[src/rtl/fifoxa.sv]
// rtl/fifoxa.sv - register-based synchronous FIFO with FWFT, almost flags, flush and sticky errors
//
// Purpose: small datapath buffer (up to 64 entries) built from flops. Supports any depth
//          2..2^ADDRBIT, registered or show-ahead output, programmable almost-full/empty
//          thresholds, synchronous flush, write-while-full when a read frees a slot in the
//          same cycle, and sticky overflow/underflow indicators.
//
// Ports:
//   clk       in   rising-edge clock
//   rst       in   asynchronous active-high reset (clears array, pointers, flags)
//   flush     in   synchronous clear of pointers, level, error flags and registered output
//   fifowr    in   write request
//   fifodin   in   write data [WIDTH]
//   fiford    in   read request
//   fifodout  out  read data [WIDTH] (registered when FWFT=0, head word when FWFT=1)
//   notempty  out  fill level != 0
//   fifofull  out  fill level == LENGTH
//   afull     out  fill level >= AFULL_TH
//   aempty    out  fill level <= AEMPT_TH
//   fifolen   out  fill level [ADDRBIT+1]
//   ovf       out  sticky overflow
//   udf       out  sticky underflow
module fifoxa #(
  parameter int ADDRBIT          = 4,
  parameter int LENGTH           = 16,
  parameter int WIDTH            = 8,
  parameter bit FWFT             = 1'b0,
  parameter bit FIFODOUT_NOLATCH = 1'b1,
  parameter int AFULL_TH         = LENGTH - 2,
  parameter int AEMPT_TH         = 1
) (
  input  logic               clk,
  input  logic               rst,
  input  logic               flush,
  input  logic               fifowr,
  input  logic [WIDTH-1:0]   fifodin,
  input  logic               fiford,
  output logic [WIDTH-1:0]   fifodout,
  output logic               notempty,
  output logic               fifofull,
  output logic               afull,
  output logic               aempty,
  output logic [ADDRBIT:0]   fifolen,
  output logic               ovf,
  output logic               udf
);

  localparam logic [ADDRBIT-1:0] PTR_LAST = ADDRBIT'(LENGTH - 1);
  localparam logic [ADDRBIT:0]   LEN_FULL = (ADDRBIT+1)'(LENGTH);

  logic [WIDTH-1:0]   mem_q [LENGTH];
  logic [WIDTH-1:0]   mem_d [LENGTH];
  logic [ADDRBIT-1:0] wrptr_q, wrptr_d;
  logic [ADDRBIT-1:0] rdptr_q, rdptr_d;
  logic [ADDRBIT:0]   len_q, len_d;
  logic               ovf_q, ovf_d;
  logic               udf_q, udf_d;
  logic [WIDTH-1:0]   dout_q, dout_d;
  logic               rd_ok;
  logic               wr_ok;

  // Status depends only on the registered level.
  assign notempty = (len_q != '0);
  assign fifofull = (len_q == LEN_FULL);
  assign afull    = (int'(len_q) >= AFULL_TH);
  assign aempty   = (int'(len_q) <= AEMPT_TH);
  assign fifolen  = len_q;
  assign ovf      = ovf_q;
  assign udf      = udf_q;

  // A full FIFO still takes a write when a read frees the head slot in the same cycle.
  assign rd_ok = fiford & notempty;
  assign wr_ok = fifowr & (~fifofull | rd_ok);

  always_comb begin
    mem_d   = mem_q;
    wrptr_d = wrptr_q;
    rdptr_d = rdptr_q;
    len_d   = len_q;
    ovf_d   = ovf_q;
    udf_d   = udf_q;
    dout_d  = dout_q;
    if (flush) begin
      wrptr_d = '0;
      rdptr_d = '0;
      len_d   = '0;
      ovf_d   = 1'b0;
      udf_d   = 1'b0;
      dout_d  = '0;
    end else begin
      if (wr_ok) begin
        mem_d[wrptr_q] = fifodin;
        wrptr_d = (wrptr_q == PTR_LAST) ? '0 : wrptr_q + ADDRBIT'(1);
      end
      if (rd_ok) begin
        rdptr_d = (rdptr_q == PTR_LAST) ? '0 : rdptr_q + ADDRBIT'(1);
      end
      case ({wr_ok, rd_ok})
        2'b10:   len_d = len_q + (ADDRBIT+1)'(1);
        2'b01:   len_d = len_q - (ADDRBIT+1)'(1);
        default: len_d = len_q;
      endcase
      ovf_d = ovf_q | (fifowr & fifofull & ~rd_ok);
      // No empty bypass: a read of an empty FIFO is an underflow even with a write present.
      udf_d = udf_q | (fiford & ~notempty);
      if (rd_ok) begin
        dout_d = mem_q[rdptr_q];
      end else if (FIFODOUT_NOLATCH) begin
        dout_d = '0;
      end
    end
  end

  always_ff @(posedge clk or posedge rst) begin
    if (rst) begin
      for (int i = 0; i < LENGTH; i++) begin
        mem_q[i] <= '0;
      end
      wrptr_q <= '0;
      rdptr_q <= '0;
      len_q   <= '0;
      ovf_q   <= 1'b0;
      udf_q   <= 1'b0;
      dout_q  <= '0;
    end else begin
      mem_q   <= mem_d;
      wrptr_q <= wrptr_d;
      rdptr_q <= rdptr_d;
      len_q   <= len_d;
      ovf_q   <= ovf_d;
      udf_q   <= udf_d;
      dout_q  <= dout_d;
    end
  end

  generate
    if (FWFT) begin : g_fwft
      assign fifodout = notempty ? mem_q[rdptr_q] : '0;
    end else begin : g_reg
      assign fifodout = dout_q;
    end
  endgenerate

endmodule
[config.mk]
export PLATFORM = sky130hd
export DESIGN_NAME = fifoxa
export DESIGN_NICKNAME = d
export VERILOG_FILES = /design/src/rtl/fifoxa.sv
export SDC_FILE = /design/constraint.sdc
export NUM_CORES = 1
export LEC_CHECK = 0
export BUFFER_PORTS_ARGS = -buffer_cell sky130_fd_sc_hd__buf_2
export CORE_ASPECT_RATIO = 1.75
export CORE_MARGIN = 2
export CORE_UTILIZATION = 35
export CTS_CLUSTER_DIAMETER = 120
export CTS_CLUSTER_SIZE = 14
export DETAILED_ROUTE_END_ITERATION = 7
export PLACE_DENSITY = 0.51
export SETUP_SLACK_MARGIN = 0.02
export SLEW_MARGIN = 10
export SYNTH_ARGS = -nofsm -noshare
export SYNTH_HDL_FRONTEND = slang
export SYNTH_SLANG_ARGS = --single-unit
[constraint.sdc]
create_clock -name clk -period 6.7 [get_ports clk]
set_clock_uncertainty 0.15 [all_clocks]
set_input_delay 0.67 -clock clk [delete_from_list [all_inputs] [get_ports clk]]
set_output_delay 0.67 -clock clk [all_outputs]
set_load 0.02 [all_outputs]
Word-level counts from Yosys, hierarchy flattened
Index checks and enable logic that the tools add are counted.
{ "op_classes": {"add_sub_neg": 4, "bitwise_logic": 14, "shift": 0, "multipliers": 0, "n_eq_ne": 5, "muxes": 18, "order_cmp": 5, "n_reduce_logical": 6, "div": 0} }
{ "ops": {"columns": ["cell", "count"], "rows": [
  ["128-bit bitwise mux", 1],
  ["8-bit 2-to-1 mux", 5],
  ["8-bit binary-select mux with 4-bit select", 1],
  ["8-bit demux with 4-bit select", 1],
  ["4-bit 2-to-1 mux", 6],
  ["5-bit >= comparator (second input constant)", 2],
  ["4-bit NOT with 5-bit output", 2],
  ["5-bit one-hot mux with 2 select lines", 1],
  ["4-bit by 1-bit adder with 4-bit output (second input constant)", 2],
  ["4-bit == test (second input constant)", 2],
  ["5-bit by 1-bit adder with 5-bit output (second input constant)", 1],
  ["1-bit bitwise AND", 5],
  ["5-bit == test (second input constant)", 1],
  ["5-bit by 4-bit >= comparator with 1-bit output (second input constant)", 1],
  ["5-bit by 1-bit <= comparator with 1-bit output (second input constant)", 1],
  ["5-bit by 1-bit < comparator with 1-bit output (second input constant)", 1],
  ["5-bit 2-to-1 mux", 1],
  ["5-bit nonzero test", 1],
  ["5-bit by 1-bit subtractor with 5-bit output (second input constant)", 1],
  ["1-bit NOT", 4],
  ["2-bit nonzero test", 2],
  ["1-bit OR", 3],
  ["3-bit nonzero test", 1],
  ["2-bit by 1-bit == test with 1-bit output (second input constant)", 1],
  ["4 further kinds", 5]
]} }
{ "totals": {"romBits": 0, "memories": 0, "latch_bits": 0, "out_inout_bits": 19, "ram_bits": 0, "in_bits": 13, "wordCells": 74, "reg_bits": 151} }

Depth between registers and ports, before layout
{ "logic_depth": {"word_depth": 7, "depth_mapped": 8, "depth_no_buf": 8} }

Least setup slack after synthesis
No wires, ideal clock.
{ "synth_path": {"path_type": "reg-to-reg", "start": "register len_q[1] (netlist: fifolen[1])", "end": "register len_q[4] (netlist: fifolen[4])", "setup_slack_ns": 4.325, "required_ns": 6.425, "setup_ns": 0.125, "stages_incl_launch_ff": 9, "arrival_time_ns": 2.101, "path_cell_list": "dfrtp_1 > inv_1 > ha_1 > or3b_1 > nor2_1 > inv_2 > and4_4 > a21oi_1 > mux2_2"} }
{ "synth_via": {"elab_chain_cells": 7, "word_cells_on_any_way": 13} }
{ "synth_rtl": {"columns": ["item", "line", "rtl"], "rows": [
  ["start, declared", "55", "logic [ADDRBIT:0] len_q, len_d;"],
  ["start signal, assigned", "129", "len_q <= len_d;"],
  ["5-bit nonzero test (*)", "63", "assign notempty = (len_q != '0);"],
  ["named net notempty", "39", "output logic notempty,"],
  ["1-bit bitwise AND (*)", "72", "assign rd_ok = fiford & notempty;"],
  ["1-bit OR", "73", "assign wr_ok = fifowr & (~fifofull | rd_ok);"],
  ["1-bit bitwise AND", "73", null],
  ["2-bit by 1-bit == test with 1-bit output or 2-bit == test (tied branches)", "98", "case ({wr_ok, rd_ok})"],
  ["5-bit one-hot mux with 2 select lines", "98", null],
  ["5-bit 2-to-1 mux", "83", "if (flush) begin"]
]} }
The timed path passes the listed nets; every way through them passes the cells marked *.
A chain may end at the register's enable or synchronous reset.

Worst setup path in the final report
{ "layout_path": {"start": "register len_q[1] (netlist: fifolen[1])", "end": "register mem_q[39] (netlist bit)"} }
{ "layout_via": {"elab_chain_cells": 5, "word_cells_on_any_way": 7} }
{ "layout_rtl": {"columns": ["item", "line", "rtl"], "rows": [
  ["5-bit nonzero test or 5-bit == test (tied branches)", "63, 64", null],
  ["1-bit bitwise AND or 1-bit NOT (tied branches)", "72, 73", null],
  ["1-bit OR (*)", "73", null],
  ["1-bit bitwise AND (*)", "73", null],
  ["2-bit AND reduction (no line) (*)", null, null],
  ["end signal, assigned", "126", "mem_q <= mem_d;"],
  ["end, declared", "51", "logic [WIDTH-1:0] mem_q [LENGTH];"]
]} }
Mark *: on every way between the ends. The rest lies on a longest branch, timed or not.

==> flow_summary.ini <==
[outcome]
status = completed

[synthesis]
avgSynthCellArea_um2 = 14.0
synth-edff-count = 0
synth_top_area_share_pct = 51.5
yosys.area.top_type = dfrtp_1
netlist_area_um2 = 7340
syn_nets = 548
synthesis.instances = 525
synth-seq-cells = 151
ys_top_cells_by_area = dfrtp_1 (52%), mux2_2 (20%), mux4_2 (5.8%)
async_flop_share_pct = 100
yosys_warnings = 0
ys_seq_area_share_pct = 51.5
synthFlopType = dfrtp_1
yosysUniqueCellTypes = 49

[routing]
via_count = 4396
drtIter0Drc = 214
antenna_left = 0
firstDrtPassIters = 5
viasPerCell = 5.41
drt_wl_total_mm = 17.7
drcViolationCount = 0
wl_per_cell_um = 21.9

[setup_path]
worst-setup-path-type = reg -> reg
r2r_setup_slack_ps = 3780
crit_required_ps = 6860
cp_max_fo = 18
arrival_ps = 3090
worstSetupStartpointType = flop
end_kind = flop

[cts]
cts_resized = 0
cts-root-buf = clkbuf_16
clkLatencyLatePin_ps = 430
cts_tree = done
clockBufferDepth = 2
post_cts_buffers = 0
htree_levels = 4
clock-sinks = 151
clk_pin_slew_ps = 70
cts_hold_buf = 0
cts_buffers = 17

[cells_and_area]
nFillCells = 1973
seq_area_um2 = 3780
syn2layout_area_growth_pct = 12.6
final_util_pct = 39.8
fin_nets = 570
final_layout_size_suffix_gt1_share_pct = 43.0
multi_input_area_um2 = 3350
antenna_cells = 0

[floorplan]
dieArea_um2 = 22200
fp.dieW_um = 113
row_count = 70
core_area_um2 = 20800
die_h_um = 196
start_util_pct = 35.3
io_pins = 32

[global_route]
grt-ovfl-total = 0
grt.busiest_layer = met2
use_met3_pct = 2.33
use_met2_pct = 31.8
grt_pass1_vias = 4815
antenna_found_initial = 0
met1_usage_pct = 19.2
grt_max_degree = 83
track_usage_pct = 17.0
grt_pass1_wl_mm = 28.4

[flow_run]
drv_cap = 0

[timing]
max_freq_mhz = 342
hold_viol = 0
setup_viol = 0
period_needed_ps = 2920
period_share_pct = 43.6
fin_setup_tns_ps = 0
slew_violations = 0
worst_slew_pin_slew_ps = 1110
max_slew_margin_pct = 25.7
grt_setup_unrepaired = no

[pwr]
peakVddDrop_mv = 0.167
p_leak_nw = 3.87
switching_share_pct = 33.0
p_int_mw = 1.83
power_frac_comb_pct = 24.5
power_frac_seq_pct = 39.6
p_sw_mw = 0.900
pwr-share-clk_pct = 35.9
p_per_area_nw_per_um2 = 330

[placement]
dp_hpwl_mm = 12.0
io_buffers = 31
gp_congestion = 0.917

[min_path]
hp-class = in -> async
-- cell type report --
| cell class | count | share of cell area [%] |
|---|---|---|
| well taps | 252 | 3.82 |
| multi-input cells | 335 | 40.6 |
| inverters | 8 | 0.424 |
| repair buffers | 34 | 2.15 |
| clock buffers | 17 | 5.15 |
| clock inverters | 15 | 2.14 |
| flip-flops and latches | 151 | 45.7 |
-- final timing paths --
kind,depth (start not counted),from,to
max in group asynchronous,3,rst,rdptr_q[0]$_DFFE_PP0P_
min in group clk,1,mem_q[36]$_DFFE_PP0P_,mem_q[36]$_DFFE_PP0P_
max,6,fifolen[1]$_DFFE_PP0P_,mem_q[39]$_DFFE_PP0P_
min reg2reg,1,mem_q[36]$_DFFE_PP0P_,mem_q[36]$_DFFE_PP0P_
max reg2reg,6,fifolen[1]$_DFFE_PP0P_,mem_q[39]$_DFFE_PP0P_
min,2,rst,mem_q[113]$_DFFE_PP0P_
-- cells by family (layout without fill, tap and decap cells) --
| group | Yosys count | count (layout) | synth area share (%) |
|---|---|---|---|
| buffers and inverters | 39 | 74 | 2.78 |
| and+or+nand+nor | 87 | 87 | 8.10 |
| xor gates and xnor gates | 2 | 2 | 0.239 |
| AOI/OAI and AO/OA | 50 | 50 | 4.76 |
| muxes | 186 | 186 | 30.9 |
| adders and majority gates | 10 | 10 | 1.71 |
| DFF | 151 | 151 | 51.5 |
-- power groups by stage --
stage	clock network, mW	logic, mW	registers (mW)
floorplan	0	0.493	1.10
global placement	0	0.667	1.09
detailed placement	0	0.677	1.10
CTS	1.00	0.679	1.08
global route	1.03	0.737	1.10
finish	0.979	0.667	1.08
-- flip-flops by register name, indices dropped and copies added (netlist names) --
name,cells
fifodout,8
fifolen,5
mem_q,128
ovf,1
rdptr_q,4
udf,1
wrptr_q,4
-- cell usage after synthesis (all sizes together), types with 6 or more instances --
library cell	count
a21oi	12
nand2	13
mux4	19
dfrtp	151
ha	10
nand4	10
nor2	18
mux2	131
mux2i	36
nand3	16
a22oi	12
nor2b	10
buf	16
clkbuf	15
a211oi	6
inv	8
-- layout by cell type (no fill, tap or decap), types with 10 or more instances in the layout --
cell and n:
a21oi_1 11, a22oi_1 12, buf_2 31, clkbuf_16 17, dfrtp_1 150, ha_1 10, mux2_2 129, mux2i_1 36
mux4_2 19, nand2_1 13, nand3_1 10, nor2_1 18
-- worst max-delay path: stages (launching register included) --
cell and delay [ps]:
dfrtp_1 470, inv_1 150, ha_1 230, nor3b_4 200, a21oi_4 650, nand4_2 520
mux2_2 430
-- per-layer routing --
layer  routed length, um  share of wire, %
met4                 401               2.3
met1                7000                39
met5                   0                 0
met3                 326               1.8
met2               10000                56
-- stage by stage --
stage	worst slack (ps)	cells	instance area, um2	hold WS [ps]	power [mW]
after floorplan	1820	525	7340	324	1.60
after global placement	3810	780	7660	332	1.76
after detailed placement	3750	780	7660	341	1.78
after CTS	3730	812	8260	251	2.76
after global routing	3630	812	8260	287	2.87
final	3780	812	8260	220	2.73
Note: power is estimated with default switching activity, not from simulation.
